`src/rtl/int_ctrl_multi.sv`:
```
// Parametrised priority interrupt controller: edge-latched pending bits, per-source mask,
// one-cycle start/ack pulse on acceptance, in-service hold until RTI or watchdog expiry.
module int_ctrl_multi #(
  parameter int NUM_SRC    = 2,
  parameter int VEC_STRIDE = 4,
  parameter int TIMEOUT    = 500,
  parameter int CNT_W      = 16
) (
  input  logic               clk,
  input  logic               rst,
  input  logic [NUM_SRC-1:0] irq_req,
  input  logic [NUM_SRC-1:0] irq_mask,
  input  logic               rti,
  output logic [NUM_SRC-1:0] irq_req_q,
  output logic [NUM_SRC-1:0] pending,
  output logic               start_int,
  output logic [31:0]        int_id,
  output logic [NUM_SRC-1:0] irq_ack,
  output logic               in_service,
  output logic               timeout
);

  localparam int SEL_W = (NUM_SRC > 1) ? $clog2(NUM_SRC) : 1;
  localparam logic [CNT_W-1:0] TO_LAST = CNT_W'(TIMEOUT - 1);

  typedef enum logic {IDLE, SERVICE} state_t;

  state_t             state_q, state_d;
  logic [NUM_SRC-1:0] req_dly_q, req_dly_d;
  logic [NUM_SRC-1:0] pending_q, pending_d;
  logic [NUM_SRC-1:0] ack_q, ack_d;
  logic               start_int_q, start_int_d;
  logic [31:0]        int_id_q, int_id_d;
  logic               in_service_q, in_service_d;
  logic               timeout_q, timeout_d;
  logic [CNT_W-1:0]   count_q, count_d;

  logic [NUM_SRC-1:0] rise, elig;
  logic [SEL_W-1:0]   sel;

  always_comb begin
    rise = irq_req & ~req_dly_q;
    elig = pending_q & ~irq_mask;
    sel  = '0;
    for (int i = 0; i < NUM_SRC; i++) begin
      if (elig[i]) sel = i[SEL_W-1:0];
    end

    state_d      = state_q;
    start_int_d  = 1'b0;
    ack_d        = '0;
    timeout_d    = 1'b0;
    int_id_d     = int_id_q;
    in_service_d = in_service_q;
    count_d      = count_q;

    case (state_q)
      IDLE: begin
        if (|elig) begin
          state_d      = SERVICE;
          start_int_d  = 1'b1;
          ack_d        = NUM_SRC'(1) << sel;
          int_id_d     = 32'(sel) * 32'(VEC_STRIDE);
          count_d      = '0;
          in_service_d = 1'b1;
        end
      end
      default: begin
        if (rti) begin
          state_d      = IDLE;
          in_service_d = 1'b0;
        end else if ((TIMEOUT != 0) && (count_q == TO_LAST)) begin
          state_d      = IDLE;
          in_service_d = 1'b0;
          timeout_d    = 1'b1;
        end else begin
          count_d = count_q + 1'b1;
        end
      end
    endcase

    // A fresh rise on the bit being acked must survive, so set is applied last.
    pending_d = (pending_q & ~ack_d) | rise;
    req_dly_d = irq_req;
  end

  always_ff @(posedge clk) begin
    if (rst) begin
      state_q      <= IDLE;
      req_dly_q    <= '0;
      pending_q    <= '0;
      ack_q        <= '0;
      start_int_q  <= 1'b0;
      int_id_q     <= '0;
      in_service_q <= 1'b0;
      timeout_q    <= 1'b0;
      count_q      <= '0;
    end else begin
      state_q      <= state_d;
      req_dly_q    <= req_dly_d;
      pending_q    <= pending_d;
      ack_q        <= ack_d;
      start_int_q  <= start_int_d;
      int_id_q     <= int_id_d;
      in_service_q <= in_service_d;
      timeout_q    <= timeout_d;
      count_q      <= count_d;
    end
  end

  assign irq_req_q  = req_dly_q;
  assign pending    = pending_q;
  assign irq_ack    = ack_q;
  assign start_int  = start_int_q;
  assign int_id     = int_id_q;
  assign in_service = in_service_q;
  assign timeout    = timeout_q;

endmodule

```
`config.mk`:
```
export PLATFORM = sky130hd
export DESIGN_NAME = int_ctrl_multi
export DESIGN_NICKNAME = d
export VERILOG_FILES = /design/src/rtl/int_ctrl_multi.sv
export SDC_FILE = /design/constraint.sdc
export NUM_CORES = 1
export LEC_CHECK = 0
export CAP_MARGIN = 20
export CORE_ASPECT_RATIO = 0.7
export CORE_MARGIN = 2
export CORE_UTILIZATION = 42
export DETAILED_ROUTE_END_ITERATION = 8
export PLACE_DENSITY = 0.73
export SLEW_MARGIN = 20
export SYNTH_ARGS = -nofsm -noshare
export SYNTH_HDL_FRONTEND = slang
export SYNTH_SLANG_ARGS = --single-unit
```
`constraint.sdc`:
```
create_clock -name clk -period 4.2 [get_ports clk]
set_clock_uncertainty 0.1 [all_clocks]
set_input_delay 1.26 -clock clk [delete_from_list [all_inputs] [get_ports clk]]
set_output_delay 1.26 -clock clk [all_outputs]
set_load 0.02 [all_outputs]
```
==> results.ini, run 1 <==
[synthesis]
syn_inst = 187
seq_area_frac_synth_pct = 34.87
syn_area_sq_um = 1550
synth_edf_count = 0
ys_ff_latch = 27
synthFlopType = dfxtp_1
yosysWarnings = 0
synth.avg_cell_area_sq_um = 8.290
synth-async-reset-ratio_pct = 0
synth.distinct_cells = 42

[clock_tree]
h-tree-depth = 1
insertion_delay_ns = 0.28
cts.sinks = 27
cts_resized = 0
cts_tree = yes
cts_setup_buffers = 0
postCtsHoldBufs = 0
clock_path_buffers = 2
root_buffer = clkbuf_8
numCtsBuffers = 3
clk_pin_slew_ns = 0.10

[power]
pwr_density_cell_nw_per_um2 = 293.4
power_uw = 493.3
peakVddDrop_mv = 0.1575
p_leak_uw = 0.0006321

[sta]
tightest_slew_ns = 0.7445
drv_slew = 0
period_share_pct = 69.78
holdWs_ns = 0.4010
period_needed_ns = 2.931
finalSetupTns_ns = 0
slew-limit-headroom_pct = 50.37
fmax_mhz = 341.2
setup_viol = 0
hold_violations = 0
rsz0062_at_grt = false

[route]
via_per_inst = 5.012
antenna_left = 0
drtIter0Drc = 179
drc_errors = 0
first_pass_iters = 4
vias = 1263
wl_per_cell_um = 11.77
totalWireLength_um = 2967

[setup_path]
cp_slowest_cell = clkdlybuf4s50_1
start_kind = primary input
required_ns = 4.29
cp-end-kind = register
worstPathArrival_ns = 3.02
path_max_fanout = 21
critPathMaxStageDelay_ns = 0.40
cp_cell_sequence = clkdlybuf4s50_1 -> buf_4 -> nand2b_1 -> nor2_1 -> nand2_1 -> o41ai_1
worstSetupPathType = in2reg

[global_route]
first_global_vias = 1023
grt_max_degree = 22
antenna_found_initial = 0
gr-total-overflow = 0
grt_pass1_wl_um = 5064
grt.total_usage_pct = 15.29

[cells_and_area]
syn_to_final_growth_pct = 8.474
final_util_pct = 47.56
drive_gt1_share_pct = 6.931
final_cell_mix = 31 x conb_1, 27 x dfxtp_1, 22 x nor2_1
final_area_sq_um = 1682
insertedDiodeCount = 0
nets = 211
final_common_cell = conb_1

[die]
core_sq_um = 3536
io_pins = 48
num_rows = 18
die_y_um = 54.83
die_w_um = 76.62
start_util_pct = 43.84
dieArea_sq_um = 4201

[placement]
placed_area_sq_um = 1633
portBuffers = 16
gp_congestion = 0.8859
place_hpwl_um = 2257

[job]
maxCapViolCount = 0

[worst_hold_path]
hp-class = reg2reg

[status]
outcome = complete, no violations

==> metal layers <==
metal / vias to the layer above / global-route usage [%] / wire (um)
met3: 4 / 3.960 / 247
li1: 631 / - / -
met2: 57 / 22.27 / 1243
met1: 571 / 22.44 / 1451
met5: - / 0 / 0
met4: 0 / 3.636 / 25
==> sequential cells by signal, indices dropped and copies added (netlist names) <==
name and flops:
irq_req_q 2, state_q 1, timeout 1, int_id 1, irq_ack 2, pending 2, in_service 1, start_int 1
count_q 16
==> cells in the mapped netlist (2+ instances only) <==
master / number / share of area (%)
nand4_1: 2 / 0.81
o21ai_0: 2 / 0.65
nor2_1: 22 / 5.3
o41ai_1: 3 / 1.7
o31ai_1: 5 / 2.4
buf_4: 31 / 15
inv_1: 2 / 0.48
nor4_4: 2 / 2.7
or3_1: 4 / 1.6
o21ai_1: 14 / 4.5
nor2b_1: 5 / 2.0
and3_1: 2 / 0.81
nor3b_1: 2 / 0.97
dfxtp_1: 27 / 35
nand3_1: 9 / 2.9
a21oi_1: 9 / 2.9
nand2b_1: 6 / 2.4
nand2_1: 9 / 2.2
a31oi_1: 3 / 1.2
clkbuf_1: 2 / 0.48
nor3_1: 5 / 1.6
==> cell type report <==
class | count | area [sq um]
Fill cell | 353 | 1854
Multi-Input combinational cell | 151 | 850.8
Sequential cell | 27 | 540.5
Timing Repair Buffer | 17 | 167.7
Tap cell | 50 | 62.56
Clock buffer | 3 | 41.29
Inverter | 3 | 11.26
Clock inverter | 1 | 7.507
==> final timing paths <==
path,to,slack (ns),startpoint,depth (start not counted)
worst max-delay path,count_q[9],1.27,rst,6
worst min-delay path,in_service,0.40,in_service,2
worst max register to register,count_q[14],2.20,count_q[0],6
worst min register to register,in_service,0.40,in_service,2
==> metrics by stage <==
stage / setup WS [ns] / instances
2_1_floorplan: 1.762 / 217
4_1_cts: 1.275 / 252
5_1_grt: 1.101 / 252
3_5_place_dp: 1.001 / 248
3_3_place_gp: 0.9958 / 248
6_report: 1.269 / 252
==> where the power goes <==
| part | total, uW | leakage (uW) | switching, uW | internal [uW] |
|---|---|---|---|---|
| sequential | 267 | 0.000219 | 4.90 | 262 |
| clock | 149 | 0.0000217 | 81.2 | 67.5 |
| combinational | 77.8 | 0.000391 | 54.4 | 23.4 |
==> worst max-delay path, delay by kind of cell <==
family / cells / cell delay (ns)
AND/OR/NAND/NOR: 3 / 0.82
AO/OA/AOI/OAI: 1 / 0.33
buffers and inverters: 2 / 0.61
==> kinds of logic (layout without fill, tap and decap cells) <==
kind of cell,Yosys count,in the layout,synth area share (%)
AOI/OAI and AO/OA,40,40,16.30
adders and majority gates,1,1,0.8070
buffers and inverters,39,24,17.51
DFF,27,27,34.87
muxes,1,1,0.6457
other,1,31,0.2419
and+or+nand+nor,78,78,29.62
Note: power is estimated with default switching activity, not from simulation.
==> inputs of run 2 (changes only) <==
==> constraint.sdc (replaced) <==
create_clock -name clk -period 2.75 [get_ports clk]
set_clock_uncertainty 0.1 [all_clocks]
set_input_delay 0.825 -clock clk [delete_from_list [all_inputs] [get_ports clk]]
set_output_delay 0.825 -clock clk [all_outputs]
set_load 0.02 [all_outputs]
==> results.ini, run 2 (synthesis results as in run 1) <==
[status]
outcome = complete, no violations

[die]
io_pins = 48
die_w_um = 76.62
num_rows = 18
start_util_pct = 43.84
dieArea_sq_um = 4201
die_y_um = 54.83
core_sq_um = 3536

[setup_path]
cp_slowest_cell = clkdlybuf4s50_1
cp-startpoint = irq_mask[1]
start_kind = primary input
worstSetupPathType = in2reg
cp_num_buf_inv = 2
crit_family = compound AO/OA/AOI/OAI gates
cp_cell_sequence = clkdlybuf4s50_1 -> nand2b_1 -> a21oi_1 -> buf_4 -> a211oi_4 -> o21ai_1 -> o41ai_1
cp-end-kind = register
path_max_fanout = 8
required_ns = 2.83
rr_startpoint = count_q[0]
r2r_setup_slack_ns = 0.73
critPathMaxStageDelay_ns = 0.46
worstPathArrival_ns = 2.35

[power]
p_leak_uw = 0.0006425
power_frac_comb_pct = 16.3
seqPwrFrac_pct = 54.1
pwr_density_cell_nw_per_um2 = 445.4
peakVddDrop_mv = 0.3776
switchingPower_uw = 212.0
p_clk_share_pct = 29.6
netSwitchingFraction_pct = 28.11
p_int_uw = 542.1

[cells_and_area]
syn_to_final_growth_pct = 9.201
top_register = count_q
fin_cells = 254
drive_gt1_share_pct = 7.353
nFillCells = 371
insertedDiodeCount = 0
largest_reg_flops = 16
final_cell_mix = 31 x conb_1, 27 x dfxtp_1, 22 x nor2_1
nets = 213
final_common_cell = conb_1
final_area_sq_um = 1693

[route]
via_per_inst = 5.016
vias = 1274
wl_per_cell_um = 12.25
antenna_left = 0
drtIter0Drc = 117
totalWireLength_um = 3111
first_pass_iters = 4
drc_errors = 0

[clock_tree]
cts_setup_buffers = 0
postCtsHoldBufs = 0
cts_resized = 0
h-tree-depth = 1
cts.sinks = 27
clk_pin_slew_ns = 0.09
insertion_delay_ns = 0.27
clock_path_buffers = 2
root_buffer = clkbuf_8
numCtsBuffers = 3
cts_tree = yes

[sta]
period_needed_ns = 2.266
period_share_pct = 82.41
rsz0062_at_grt = false
finalSetupTns_ns = 0
fmax_mhz = 441.2
hold_violations = 0
setup_viol = 0
holdWs_ns = 0.3982
layout_setup_ws_ns = 0.4837
drv_slew = 0

[worst_hold_path]
worstHoldStart = count_q[6]
hp-class = reg2reg

[placement]
placed_area_sq_um = 1648
place_ws_ns = 0.1814
place_hpwl_um = 2356
dp.cells = 250
portBuffers = 16
gp_congestion = 0.8880

[global_route]
grt_pass1_wl_um = 5043
antenna_found_initial = 0
grt_max_degree = 21
first_global_vias = 983
gr-total-overflow = 0
grt.total_usage_pct = 15.74

[job]
maxCapViolCount = 0

[run 2: changes by cell type in the layout (fill, tap and decap cells not counted), sizes merged]
cell and delta:
buf +2, clkinvlp -1, clkbuf +1
[run 2: final cells by class]
cell class / instances / area (sq um) / share of cell area, %
Tap cell: 50 / 62.56 / 3.695
Sequential cell: 27 / 540.5 / 31.93
Inverter: 3 / 11.26 / 0.6652
Clock buffer: 4 / 45.04 / 2.661
Timing Repair Buffer: 19 / 182.7 / 10.79
Multi-Input combinational cell: 151 / 850.8 / 50.26
[run 2: worst paths after layout]
kind | to | cells after the start
hold / removal | count_q[6] | 1
setup reg to reg | count_q[14] | 6
setup / recovery | count_q[9] | 7
hold reg to reg | count_q[6] | 1
[run 2: per-stage QoR]
step	power [uW]	util, %
after detailed placement	538.5	46.60
after CTS	758.4	47.88
final	754.0	47.88
after floorplan	533.2	-
after global routing	790.0	47.88
after global placement	537.5	46.60
[run 2: routing by layer]
metal,vias to the layer above,GRT usage (%),wire [um]
li1,634,-,-
met1,602,24.35,1573
met2,34,20.80,1333
met3,4,3.960,180
met4,0,4.545,23
met5,-,0,0
[run 2: power by group through the flow]
stage	Combinational, uW	Sequential (uW)	Clock (uW)
2_1_floorplan	108	425	0
3_3_place_gp	121	417	0
3_5_place_dp	121	417	0
4_1_cts	122	408	228
5_1_grt	133	410	247
6_report	123	408	223
==> inputs of run 3 (changes only) <==
==> constraint.sdc (replaced) <==
create_clock -name clk -period 2.3 [get_ports clk]
set_clock_uncertainty 0.1 [all_clocks]
set_input_delay 0.69 -clock clk [delete_from_list [all_inputs] [get_ports clk]]
set_output_delay 0.69 -clock clk [all_outputs]
set_load 0.02 [all_outputs]
==> results.ini, run 3 (synthesis results as in run 1) <==
[global_route]
first_global_vias = 961
grt_pass1_wl_um = 4705
grt_max_degree = 21
antenna_found_initial = 0
grt.total_usage_pct = 14.58
gr-total-overflow = 0

[worst_hold_path]
hold_path_end = count_q[6]
holdPathStages = 1
hp-class = reg2reg
worstHoldStart = count_q[6]

[cells_and_area]
nets = 217
final_cell_mix = 31 x conb_1, 27 x dfxtp_1, 22 x nor2_1
drive_gt1_share_pct = 9.135
largest_reg_flops = 16
final_common_cell = conb_1
top_register = count_q
insertedDiodeCount = 0
syn_to_final_growth_pct = 11.14

[die]
core_sq_um = 3536
dieArea_sq_um = 4201
die_y_um = 54.83
start_util_pct = 43.84
io_pins = 48
die_w_um = 76.62
num_rows = 18

[sta]
drv_slew = 0
holdWs_ns = 0.4039
rsz0062_at_grt = false
setup_viol = 0
hold_violations = 0
period_needed_ns = 2.075
layout_setup_ws_ns = 0.2248
finalSetupTns_ns = 0
period_share_pct = 90.23
fmax_mhz = 481.9

[setup_path]
cp-end-kind = output port
r2r_setup_slack_ns = 0.30
path_max_fanout = 5
cp_cell_sequence = clkdlybuf4s50_1
worstSetupPathType = reg2out
required_ns = 1.51
reg2reg_to = count_q[14]
rr_startpoint = count_q[0]
path_depth = 1
cp_num_buf_inv = 1
crit_family = buffers and inverters
start_kind = register
cp_slowest_cell = clkdlybuf4s50_1
worstPathArrival_ns = 1.29
reg2regPathDepth = 6
critPathMaxStageDelay_ns = 0.62

[route]
via_per_inst = 4.860
drc_errors = 0
drtIter0Drc = 141
totalWireLength_um = 3004
antenna_left = 0
wl_per_cell_um = 11.64
vias = 1254
first_pass_iters = 4

[power]
power_uw = 905.1
p_leak_uw = 0.0006615
peakVddDrop_mv = 0.3907
pwr_density_cell_nw_per_um2 = 525.3

[clock_tree]
insertion_delay_ns = 0.27
h-tree-depth = 1
numCtsBuffers = 3
postCtsHoldBufs = 0
root_buffer = clkbuf_8
cts_setup_buffers = 0
cts_resized = 0
clk_pin_slew_ns = 0.09
clock_path_buffers = 2
cts_tree = yes
cts.sinks = 27

[placement]
gp_congestion = 0.8734
portBuffers = 16
place_hpwl_um = 2333
place_ws_ns = 0.01776

[job]
maxCapViolCount = 0

[status]
outcome = complete, no violations

run 3: cell types whose count changed in the layout (fill, tap and decap cells not counted), sizes merged:
cell	before	now
buf	3	7
run 3: area by class of cell:
cell class                      count  area, sq um
Clock buffer                        4        45.04
Fill cell                         382         1813
Inverter                            3        11.26
Multi-Input combinational cell    151        850.8
Sequential cell                    27        540.5
Tap cell                           50        62.56
Timing Repair Buffer               23        212.7
run 3: where the power goes:
part           switching, uW  total (uW)  internal [uW]  leakage [uW]
Combinational            101         151           49.8      0.000419
Clock                    143         267            124     0.0000228
Sequential              8.74         487            478      0.000219
run 3: worst max path at each step:
stage                 from          end  slack (ns)
6_report        pending[0]   pending[0]        0.22
5_1_grt                rst   count_q[9]        0.13
4_1_cts         pending[0]   pending[0]        0.20
3_5_place_dp           rst   count_q[9]        0.02
3_3_place_gp           rst   count_q[9]       0.002
2_1_floorplan  irq_mask[1]  count_q[13]        0.43
run 3: metrics by stage:
stage	cells	util, %	instance area (sq um)
after detailed placement	254	47.45	1678
after global routing	258	48.73	1723
after floorplan	217	-	1663
final	258	48.73	1723
after global placement	254	47.45	1678
after CTS	258	48.73	1723
run 3: routing by layer:
metal  GRT usage [%]  part of all wire (%)  wire length, um  vias up
met3           3.960                   6.4              193        0
met1           23.02                    52             1553      576
met2           19.03                    42             1257       36
met5               0                     0                0        -
met4           2.727                     0                0        0
li1                -                     -                -      642
